--- src/rtl/l1_cache_pkg.sv ---
// Shared definitions for the L1 data cache: FSM state encoding, geometry and address slicing.
package l1_cache_pkg;

  typedef logic [2:0] state_t;

  localparam state_t IDLE        = 3'd0;
  localparam state_t COMPARE     = 3'd1;
  localparam state_t WRITEBACK   = 3'd2;
  localparam state_t ALLOCATE    = 3'd3;
  localparam state_t REFILL_DONE = 3'd4;

  function automatic int num_sets(input int cache_size, input int block_size, input int num_ways);
    return cache_size / block_size / num_ways;
  endfunction

  function automatic int off_width(input int block_size);
    return $clog2(block_size);
  endfunction

  function automatic int idx_width(input int cache_size, input int block_size, input int num_ways);
    return $clog2(num_sets(cache_size, block_size, num_ways));
  endfunction

  function automatic int tag_width(input int addr_width, input int cache_size,
                                   input int block_size, input int num_ways);
    return addr_width - idx_width(cache_size, block_size, num_ways) - off_width(block_size);
  endfunction

  // Extracts 'width' bits starting at 'lsb'; callers narrow the result to the field width.
  function automatic int unsigned addr_field(input int unsigned addr, input int lsb, input int width);
    return (addr >> lsb) & ((32'd1 << width) - 32'd1);
  endfunction

endpackage

--- src/rtl/l1_cache_lru.sv ---
// Per-set LRU age tracking: ages form a permutation per set, 0 = most recently used.
module l1_lru #(
  parameter int NUM_SETS = 4,
  parameter int NUM_WAYS = 4,
  parameter int IDX_W    = 2,
  parameter int WAY_W    = 2
) (
  input  logic                clk,
  input  logic                rst_n,
  input  logic [IDX_W-1:0]    set_idx,
  input  logic                access,
  input  logic [WAY_W-1:0]    way,
  input  logic [NUM_WAYS-1:0] valid_row,
  output logic [WAY_W-1:0]    victim
);

  logic [WAY_W-1:0] age [NUM_SETS][NUM_WAYS];
  logic [WAY_W-1:0] old_age;
  logic             found;

  assign old_age = age[set_idx][way];

  // NOTE: sequential state uses <= so every flop samples pre-edge values, independent of statement order.
  always_ff @(posedge clk or negedge rst_n) begin
    if (!rst_n) begin
      for (int s = 0; s < NUM_SETS; s++)
        for (int w = 0; w < NUM_WAYS; w++)
          age[s][w] <= WAY_W'(w);
    end else if (access) begin
      for (int w = 0; w < NUM_WAYS; w++) begin
        if (WAY_W'(w) == way)
          age[set_idx][w] <= '0;
        else if (age[set_idx][w] < old_age)
          age[set_idx][w] <= age[set_idx][w] + WAY_W'(1);
      end
    end
  end

  // NOTE: every variable gets a default before any conditional path, so no latch is inferred.
  always_comb begin
    victim = WAY_W'(NUM_WAYS - 1);
    found  = 1'b0;
    for (int w = 0; w < NUM_WAYS; w++) begin
      if (!found && !valid_row[w]) begin
        victim = WAY_W'(w);
        found  = 1'b1;
      end
    end
    for (int w = 0; w < NUM_WAYS; w++) begin
      if (!found && age[set_idx][w] == WAY_W'(NUM_WAYS - 1))
        victim = WAY_W'(w);
    end
  end

endmodule

--- src/rtl/l1_cache.sv ---
// Set-associative write-back, write-allocate L1 data cache with LRU replacement.
// Define L1_STATS_EN to add saturating hit/miss/L2-hit counters (hit_count, miss_count, l2_hit_count).
module l1_cache
  import l1_cache_pkg::*;
#(
  parameter int ADDR_WIDTH = 11,
  parameter int DATA_WIDTH = 8,
  parameter int CACHE_SIZE = 256,
  parameter int BLOCK_SIZE = 16,
  parameter int NUM_WAYS   = 4
) (
  input  logic                                  clk,
  input  logic                                  rst_n,
  input  logic [ADDR_WIDTH-1:0]                 cpu_addr,
  input  logic [DATA_WIDTH-1:0]                 cpu_data_in,
  input  logic                                  cpu_read,
  input  logic                                  cpu_write,
  output logic [DATA_WIDTH-1:0]                 cpu_data_out,
  output logic                                  cpu_ready,
  output logic                                  l1_hit,
  output logic [ADDR_WIDTH-1:0]                 l2_cache_addr,
  output logic [BLOCK_SIZE-1:0][DATA_WIDTH-1:0] l2_cache_data_out,
  input  logic [BLOCK_SIZE-1:0][DATA_WIDTH-1:0] l2_cache_data_in,
  output logic                                  l2_cache_read,
  output logic                                  l2_cache_write,
  input  logic                                  l2_cache_ready,
  input  logic                                  l2_cache_hit
);

  localparam int NUM_SETS = num_sets(CACHE_SIZE, BLOCK_SIZE, NUM_WAYS);
  localparam int OFF_W    = off_width(BLOCK_SIZE);
  localparam int IDX_W    = idx_width(CACHE_SIZE, BLOCK_SIZE, NUM_WAYS);
  localparam int TAG_W    = tag_width(ADDR_WIDTH, CACHE_SIZE, BLOCK_SIZE, NUM_WAYS);
  localparam int WAY_W    = $clog2(NUM_WAYS);

  typedef logic [BLOCK_SIZE-1:0][DATA_WIDTH-1:0] block_t;

  state_t                 state;
  logic [ADDR_WIDTH-1:0]  req_addr;
  logic [DATA_WIDTH-1:0]  req_data;
  logic                   req_write;
  logic [WAY_W-1:0]       victim_way;

  logic [NUM_WAYS-1:0]    valid_q [NUM_SETS];
  logic [NUM_WAYS-1:0]    dirty_q [NUM_SETS];
  logic [TAG_W-1:0]       tag_mem [NUM_SETS][NUM_WAYS];
  block_t                 data_mem [NUM_SETS][NUM_WAYS];

  logic [TAG_W-1:0]       req_tag;
  logic [IDX_W-1:0]       req_idx;
  logic [OFF_W-1:0]       req_off;
  logic                   hit;
  logic [WAY_W-1:0]       hit_way;
  logic [WAY_W-1:0]       lru_victim;
  logic                   complete;
  logic [WAY_W-1:0]       access_way;

  assign req_off = OFF_W'(addr_field(32'(req_addr), 0, OFF_W));
  assign req_idx = IDX_W'(addr_field(32'(req_addr), OFF_W, IDX_W));
  assign req_tag = TAG_W'(addr_field(32'(req_addr), OFF_W + IDX_W, TAG_W));

  always_comb begin
    hit     = 1'b0;
    hit_way = '0;
    for (int w = 0; w < NUM_WAYS; w++) begin
      if (!hit && valid_q[req_idx][w] && tag_mem[req_idx][w] == req_tag) begin
        hit     = 1'b1;
        hit_way = WAY_W'(w);
      end
    end
  end

  // A hit in COMPARE and the post-refill cycle are the two points where an access retires.
  assign complete   = (state == COMPARE && hit) || state == REFILL_DONE;
  assign access_way = (state == COMPARE) ? hit_way : victim_way;

  l1_lru #(
    .NUM_SETS (NUM_SETS),
    .NUM_WAYS (NUM_WAYS),
    .IDX_W    (IDX_W),
    .WAY_W    (WAY_W)
  ) u_lru (
    .clk       (clk),
    .rst_n     (rst_n),
    .set_idx   (req_idx),
    .access    (complete),
    .way       (access_way),
    .valid_row (valid_q[req_idx]),
    .victim    (lru_victim)
  );

  always_ff @(posedge clk or negedge rst_n) begin
    if (!rst_n) begin
      state             <= IDLE;
      req_addr          <= '0;
      req_data          <= '0;
      req_write         <= 1'b0;
      victim_way        <= '0;
      cpu_data_out      <= '0;
      cpu_ready         <= 1'b0;
      l1_hit            <= 1'b0;
      l2_cache_addr     <= '0;
      l2_cache_data_out <= '0;
      l2_cache_read     <= 1'b0;
      l2_cache_write    <= 1'b0;
      for (int s = 0; s < NUM_SETS; s++) begin
        valid_q[s] <= '0;
        dirty_q[s] <= '0;
      end
    end else begin
      cpu_ready <= 1'b0;
      l1_hit    <= 1'b0;
      case (state)
        IDLE: begin
          if (cpu_write || cpu_read) begin
            req_addr  <= cpu_addr;
            req_data  <= cpu_data_in;
            req_write <= cpu_write;
            state     <= COMPARE;
          end
        end
        COMPARE: begin
          if (hit) begin
            cpu_ready <= 1'b1;
            l1_hit    <= 1'b1;
            if (req_write) dirty_q[req_idx][hit_way] <= 1'b1;
            else           cpu_data_out <= data_mem[req_idx][hit_way][req_off];
            state <= IDLE;
          end else begin
            victim_way <= lru_victim;
            if (valid_q[req_idx][lru_victim] && dirty_q[req_idx][lru_victim]) begin
              l2_cache_write    <= 1'b1;
              l2_cache_addr     <= {tag_mem[req_idx][lru_victim], req_idx, OFF_W'(0)};
              l2_cache_data_out <= data_mem[req_idx][lru_victim];
              state             <= WRITEBACK;
            end else begin
              l2_cache_read <= 1'b1;
              l2_cache_addr <= {req_tag, req_idx, OFF_W'(0)};
              state         <= ALLOCATE;
            end
          end
        end
        WRITEBACK: begin
          if (l2_cache_ready) begin
            l2_cache_write                <= 1'b0;
            dirty_q[req_idx][victim_way]  <= 1'b0;
            l2_cache_read                 <= 1'b1;
            l2_cache_addr                 <= {req_tag, req_idx, OFF_W'(0)};
            state                         <= ALLOCATE;
          end
        end
        ALLOCATE: begin
          if (l2_cache_ready) begin
            l2_cache_read                <= 1'b0;
            valid_q[req_idx][victim_way] <= 1'b1;
            dirty_q[req_idx][victim_way] <= 1'b0;
            state                        <= REFILL_DONE;
          end
        end
        REFILL_DONE: begin
          cpu_ready <= 1'b1;
          if (req_write) dirty_q[req_idx][victim_way] <= 1'b1;
          else           cpu_data_out <= data_mem[req_idx][victim_way][req_off];
          state <= IDLE;
        end
        default: state <= IDLE;
      endcase
    end
  end

  // NOTE: tag and data storage carry no reset; the valid bits alone decide whether contents are used.
  always_ff @(posedge clk) begin
    if (state == ALLOCATE && l2_cache_ready) begin
      tag_mem[req_idx][victim_way]  <= req_tag;
      data_mem[req_idx][victim_way] <= l2_cache_data_in;
    end else if (complete && req_write) begin
      data_mem[req_idx][access_way][req_off] <= req_data;
    end
  end

`ifdef L1_STATS_EN
  logic [15:0] hit_count;
  logic [15:0] miss_count;
  logic [15:0] l2_hit_count;

  always_ff @(posedge clk or negedge rst_n) begin
    if (!rst_n) begin
      hit_count    <= '0;
      miss_count   <= '0;
      l2_hit_count <= '0;
    end else begin
      if (state == COMPARE && hit && hit_count != '1)
        hit_count <= hit_count + 16'd1;
      if (state == COMPARE && !hit && miss_count != '1)
        miss_count <= miss_count + 16'd1;
      if (state == ALLOCATE && l2_cache_ready && l2_cache_hit && l2_hit_count != '1)
        l2_hit_count <= l2_hit_count + 16'd1;
    end
  end
`else
  logic unused_l2_hit;
  assign unused_l2_hit = l2_cache_hit;
`endif

endmodule

--- config.mk ---
export PLATFORM = sky130hd
export DESIGN_NAME = l1_cache
export DESIGN_NICKNAME = d
export VERILOG_FILES = /design/src/rtl/l1_cache_pkg.sv /design/src/rtl/l1_cache_lru.sv /design/src/rtl/l1_cache.sv
export SDC_FILE = /design/constraint.sdc
export NUM_CORES = 2
export LEC_CHECK = 0
export ABC_CLOCK_PERIOD_IN_PS = 6800
export CORE_MARGIN = 3
export CORE_UTILIZATION = 58
export CTS_CLUSTER_DIAMETER = 100
export DETAILED_ROUTE_END_ITERATION = 8
export HOLD_SLACK_MARGIN = 0.1
export PLACE_DENSITY = 0.76
export SYNTH_ARGS = -nofsm -noshare
export SYNTH_HDL_FRONTEND = slang
export SYNTH_SLANG_ARGS = --single-unit
--- constraint.sdc ---
create_clock -name clk -period 6.8 [get_ports clk]
set_input_delay 0.68 -clock clk [delete_from_list [all_inputs] [get_ports clk]]
set_output_delay 0.68 -clock clk [all_outputs]
set_load 0.01 [all_outputs]
* After elaboration in Yosys (flattened, before gate mapping) *
Memories as Yosys holds them, arrays and structs flattened.
Cells that the tools add are included.
Widths: inputs -> output; s select.

word-level totals
  output and inout port bits = 151
  memory bits (writable) = 2128
  word-level logic and storage cells = 1325
  register bits = 240
  memories kept = 2
  input port bits = 153

memory list
  name      depth  width  read ports  clocked after memory_dff  write ports  line            RTL
  data_mem  4      512    1           0                         1            l1_cache.sv:47  block_t data_mem [NUM_SETS][NUM_WAYS];
  tag_mem   4      20     1           0                         1            l1_cache.sv:46  logic [TAG_W-1:0] tag_mem [NUM_SETS][NUM_WAYS];

cells by class
  muxes and demuxes = 639
  reduce and logical (&&, ||, !) cells = 52
  bitwise gates (word level) = 531
  magnitude comparators = 19
  add/subtract/negate cells = 4
  eq/ne operators = 27

operators with widths
  cell               number
  $mux 128           8
  $mux 512           2
  $bmux 128 s2       3
  $mux 1             537
  $demux 128 s2      2
  $or 1x1->1         512
  $mux 32            11
  $and 32x32->32     4
  $bwmux 32          4
  $not 32->32        4
  $mux 8             9
  $bmux 8 s4         2
  $demux 8 s2        4
  $mux 16            4
  $or 16x16->16      3
  $pmux 16 s3        1
  $mux 11            3
  $demux 8 s4        1
  $mux 2             15
  $mux 4             7
  $logic_and 1x1->1  24
  $pmux 11 s2        1
  $eq 5x5->1         4
  $mux 20            1
  other kinds (46)   106

* Longest topological paths before layout *
  depth in word-level cells = 38
  mapped depth = 23
  mapped depth without buffers = 13

* Cells and area by module *
From an unflattened synthesis, not the netlist that was laid out.

unflattened totals
  cells, all modules = 5601
  area total of the unflattened synthesis = 106106.8 sq um

by module, submodules not included
  module    area each (sq um)  cells each  times used  seq. area each (sq um)
  l1_cache  104142.4           5433        1           69006.2
  l1_lru    1964.4             168         1           820.8

* Least setup slack after synthesis *
OpenSTA, ideal clock, no wires.

  path kind = reg-to-reg
  start = register req_addr[5]
  end = register l2_cache_data_out[100] (netlist name)
  path buffers = 9
  period minus slack after synthesis = 4.566 ns
  stages on the path, launching flop included = 22
  setup time = 0.083 ns
  data arrival time = 4.483 ns
  required time = 6.717 ns
  setup slack = 2.234 ns
  cell sequence = dfrtp_1 buf_2 buf_2 buf_2 buf_1 clkbuf_1 mux2_2 o21ai_0 inv_1 ha_1 nor3_1 o22ai_1 a21oi_1 a21oi_1 o21ai_1 or2_2 clkbuf_1 clkbuf_1 clkbuf_1 clkbuf_1 nand2_1 o21ai_0

on the way
  cells in the longest elaborated chain, start to end = 23
  elaborated cells on any way between the ends = 70
  those cells by class = eq/ne (8); mux (32); bitwise (3); reduce/logical (25); memory (2)

ends and longest elaborated chain
  element                                                       line                                             RTL
  start, declared                                               l1_cache.sv:39                                   logic [ADDR_WIDTH-1:0] req_addr;
  start signal, assigned                                        l1_cache.sv:116                                  req_addr <= cpu_addr;
  $not 2->3 (implied by the code)                               n/a
  $bmux 4 s2                                                    l1_cache.sv:66, l1_cache.sv:88, l1_cache.sv:131
  $mux 4 (implied by the code) (2 in a row)                     l1_cache.sv:66, l1_cache.sv:88, l1_cache.sv:131
  $logic_not 1->1                                               l1_cache_lru.sv:44                               if (!found && !valid_row[w]) begin
  $logic_and 1x1->1                                             l1_cache_lru.sv:44
  $mux 1                                                        l1_cache_lru.sv:44
  $logic_not 1->1                                               l1_cache_lru.sv:44
  $logic_and 1x1->1                                             l1_cache_lru.sv:44
  [3 not listed]                                                n/a
  $mux 1                                                        l1_cache_lru.sv:44
  $logic_not 1->1                                               l1_cache_lru.sv:50                               if (!found && age[set_idx][w] == WAY_W'(NUM_WAYS - 1))
  $logic_and 1x1->1                                             l1_cache_lru.sv:50
  $mux 2 (4 in a row)                                           l1_cache_lru.sv:50
  $bmux 1 s2 or $not 2->3 (tied branches)                       l1_cache.sv:131, l1_cache.sv:134
  $mux 1 (implied by the code) or $bmux 128 s2 (tied branches)  l1_cache.sv:131, l1_cache.sv:134
  $logic_and 1x1->1 or $mux 128 (tied branches)                 l1_cache.sv:131, l1_cache.sv:134
  $reduce_and 3->1 (no line) or $mux 128 (tied branches)        n/a
  end signal, assigned                                          l1_cache.sv:134                                  l2_cache_data_out <= data_mem[req_idx][lru_victim];
  end, declared                                                 l1_cache.sv:22                                   output logic [BLOCK_SIZE-1:0][DATA_WIDTH-1:0] l2_cache_data_out,

Parallel ways exist; a longest one is shown, timed or not. The select of a mux whose other input is x is not followed.
A chain may end at the register's enable or synchronous reset.

* Final worst setup path *
  start = register req_addr[5]
  end = register l2_cache_data_out[105] (netlist name)

The elaborated chain is that of the path after synthesis.

==> metrics.txt <==
worst slew pin tran=roughly 1.5 ns; pwr/cell area=around 470 nW/µm²; number of global-route vias before repair=67550; Synth area leader=edfxtp_1; failing checks=capacitance limit, slew limit; combinational power share=between 40% and 50%; commonest register cell after synthesis=edfxtp_1; internal cell power=around 33000 µW; Nets=7102; fin crit share=roughly 90%; Post-Layout Cell Count=~9600; crit path capture type=flop; I/O Buffers=approximately 300; Peak VDD IR=approximately 0.00095 V; final setup vio count=0; TNS Setup=0 ns; worst r2r path cells=10; CTS buffer count=roughly 230; Slew Limit Fails=2; Post-synth top cells=edfxtp_1, mux4_2, nand2_1; initial antenna violation count=32; leakage dissipation=~0.040 µW; most frequent cell after synthesis=edfxtp_1; Routed Wire Length=350100 µm; FMAX=between 150 and 200 MHz; first-pass GRT wire length=a little under 500000 µm; Placed Cells=9177; top-area cell type share of the netlist area=between 50% and 60%; Final Wtd Congestion=0.9619; Reg power frac=about a third; initial DRC count=~13000; Register Area=roughly 70000 µm²; Clk network pwr share=22.4%; clock slew at the register clock pins of the worst setup and hold paths=~0.06 ns; Final Hold Vio Count=0; RSZ-0062 raised after global routing=false; Post-CTS Resized=0; CP Data Required Time=around 7.5 ns; Clock Sinks=2364; fraction of registers with async set/reset=under 10%; largest cells by area after synthesis=edfxtp_1, mux4_2, mux2_2, dfrtp_1, nand2_1; via count=69900; setup bufs post-CTS=0; r2r setup slk=about 0.85 ns; WP data arrival=between 6 and 7 ns; layout cell share with drive strength beyond 1=27.93%; Max-cap violations=1; reg2reg end=l2_cache_data_out[105]; synthesis-to-layout area growth=13.25%; Syn Area/Cell=around 16 µm²; number of H-tree levels=4; flops & latches, synth=approximately 2400; hold depth=2; DRT Pass-1 Iters=8; core area=183300 µm²; worst hold slack=approximately 0.39 ns; starting density of the core=a little under 60%; CTS Buffer Depth=3; post-route ant nets=0; DRC=0; Netlist cell types=between 70 and 80; die area=189700 µm²; CTS tree=yes; row cnt=between 150 and 200; Gate Count Post-Synth=6681; GRT Total Usage=between 30 and 40%; crit path max fanout=between 150 and 200; min-delay src=cpu_data_in[6]; WL per Instance=around 36 µm; DP HPWL=227400 µm; status=finished, violations left; post-synthesis cell area=around 110000 µm²; Post-synth EDFFs=about 2100; largest net degree at the start of global routing=187; Hold/Removal Path Class=in2reg; fin crit period=about 6.0 ns; Synth warnings=0; grt total ovfl=0; Hold Path Sink=req_data[6]; Sw Ratio=42.61%; Startpoint Class=flop; NetSw=~24000 µW; Die Wd=435.6 µm; RR Startpoint=req_addr[5]; Layout Skew=0.06258 ns; slew margin rel.=-3.653%; # IOs=a little over 300; vias per inst=7.257; Die Y-Extent=between 400 and 500 µm; clock root buffer=clkbuf_16; Multi-input gate area=34850 µm²; FILL cells=12040; latest clock arrival within the worst-skew pair=between 0.9 and 1 ns; critical path class=reg2reg; sequential fraction of the synthesis area=between 60% and 70%; CTS Hold Bufs=1
-- registers in the layout (all words and copies together), names as in the netlist --
signal	count
data_mem	2048
l2_cache_data_out	128
tag_mem	80
u_lru.age	32
dirty_q	16
valid_q	16
req_addr	11
cpu_data_out	8
req_data	8
l2_cache_addr	7
state	3
victim_way	2
cpu_ready	1
l1_hit	1
l2_cache_read	1
l2_cache_write	1
req_write	1
-- worst max-delay path by stage --
| stage | end | depth (start not counted) | startpoint | slack [ns] |
|---|---|---|---|---|
| after floorplan | l2_cache_data_out[100] | 21 | req_addr[5] | 2.23 |
| after global placement | data_mem[0][190] | 10 | req_addr[4] | 1.11 |
| after detailed placement | data_mem[2][190] | 10 | req_addr[4] | 1.02 |
| after CTS | data_mem[1][126] | 12 | req_addr[4] | 1.02 |
| after global routing | data_mem[1][187] | 10 | req_addr[4] | 0.71 |
| final | l2_cache_data_out[105] | 10 | req_addr[5] | 0.85 |
-- placed cells by master (no fill, tap or decap), types with 18 or more instances in the layout --
master	instances
diode_2	25
clkbuf_1	63
xnor2_1	20
a22oi_1	155
or2_2	18
a221oi_1	32
clkdlybuf4s50_1	297
mux2_2	540
clkbuf_8	25
a31oi_1	25
a22o_1	29
o22ai_1	36
mux4_2	714
nor2_1	472
clkinv_1	33
dfrtp_1	205
a21oi_1	320
inv_1	20
clkinv_2	39
edfxtp_1	2128
clkbuf_16	229
o21ai_0	353
buf_4	291
buf_12	25
nand2_1	549
nand3_1	211
-- power groups by stage --
stage	clock network, µW	logic, µW	registers, µW
finish	12800	25700	18500
global route	13300	26000	18500
CTS	12800	24600	18400
detailed placement	0	24400	18700
global placement	0	24100	18600
floorplan	0	14200	17800
-- kinds of logic after synthesis --
logic type	share of synthesized area, %
compound gates	6.057
xor+xnor	0.1719
fa+ha+maj	0.07716
buf+inv	2.361
flops	65.24
mux	20.82
other cells	0.003504
simple gates	5.269
-- cell type report --
cell class / count / share of cell area [%]
timing repair buffer: 616 / 4.695
sequential: 2364 / 57.65
clock buffer: 317 / 5.207
antenna: 25 / 0.05161
clock inverter: 112 / 1.039
inverter: 21 / 0.06503
multi-input combinational: 3714 / 28.75
tap: 2464 / 2.543
-- routing by layer --
| layer | vias to the layer above | share of wire, % | global-route usage (%) |
|---|---|---|---|
| met5 | - | 0.047 | 0.1764 |
| met4 | 20 | 8.6 | 24.96 |
| met3 | 1505 | 15 | 12.05 |
| met2 | 6437 | 44 | 53.37 |
| li1 | 27040 | - | - |
| met1 | 34900 | 32 | 47.34 |
-- per-stage QoR --
| stage | worst slack, ns | power [µW] | util, % | area, µm² |
|---|---|---|---|---|
| global route | 0.7066 | 57900 | 66.10 | 121200 |
| detailed placement | 1.024 | 43120 | 61.96 | 113600 |
| CTS | 1.019 | 55720 | 66.10 | 121100 |
| floorplan | 2.234 | 32000 | - | 107000 |
| global placement | 1.106 | 42730 | 61.96 | 113600 |
| finish | 0.8497 | 56920 | 66.14 | 121200 |
-- critical path, stage by stage (launching register included) --
cell and delay [ns]:
dfrtp_4 0.84, buf_12 0.45, mux2_2 0.40, o21ai_0 0.51, inv_1 0.15, ha_1 0.29, nor3_1 0.35, o22ai_4 0.26
buf_12 0.30, o21ai_0 1.48, o21ai_0 0.19
Power figures use the tool's default switching activity.
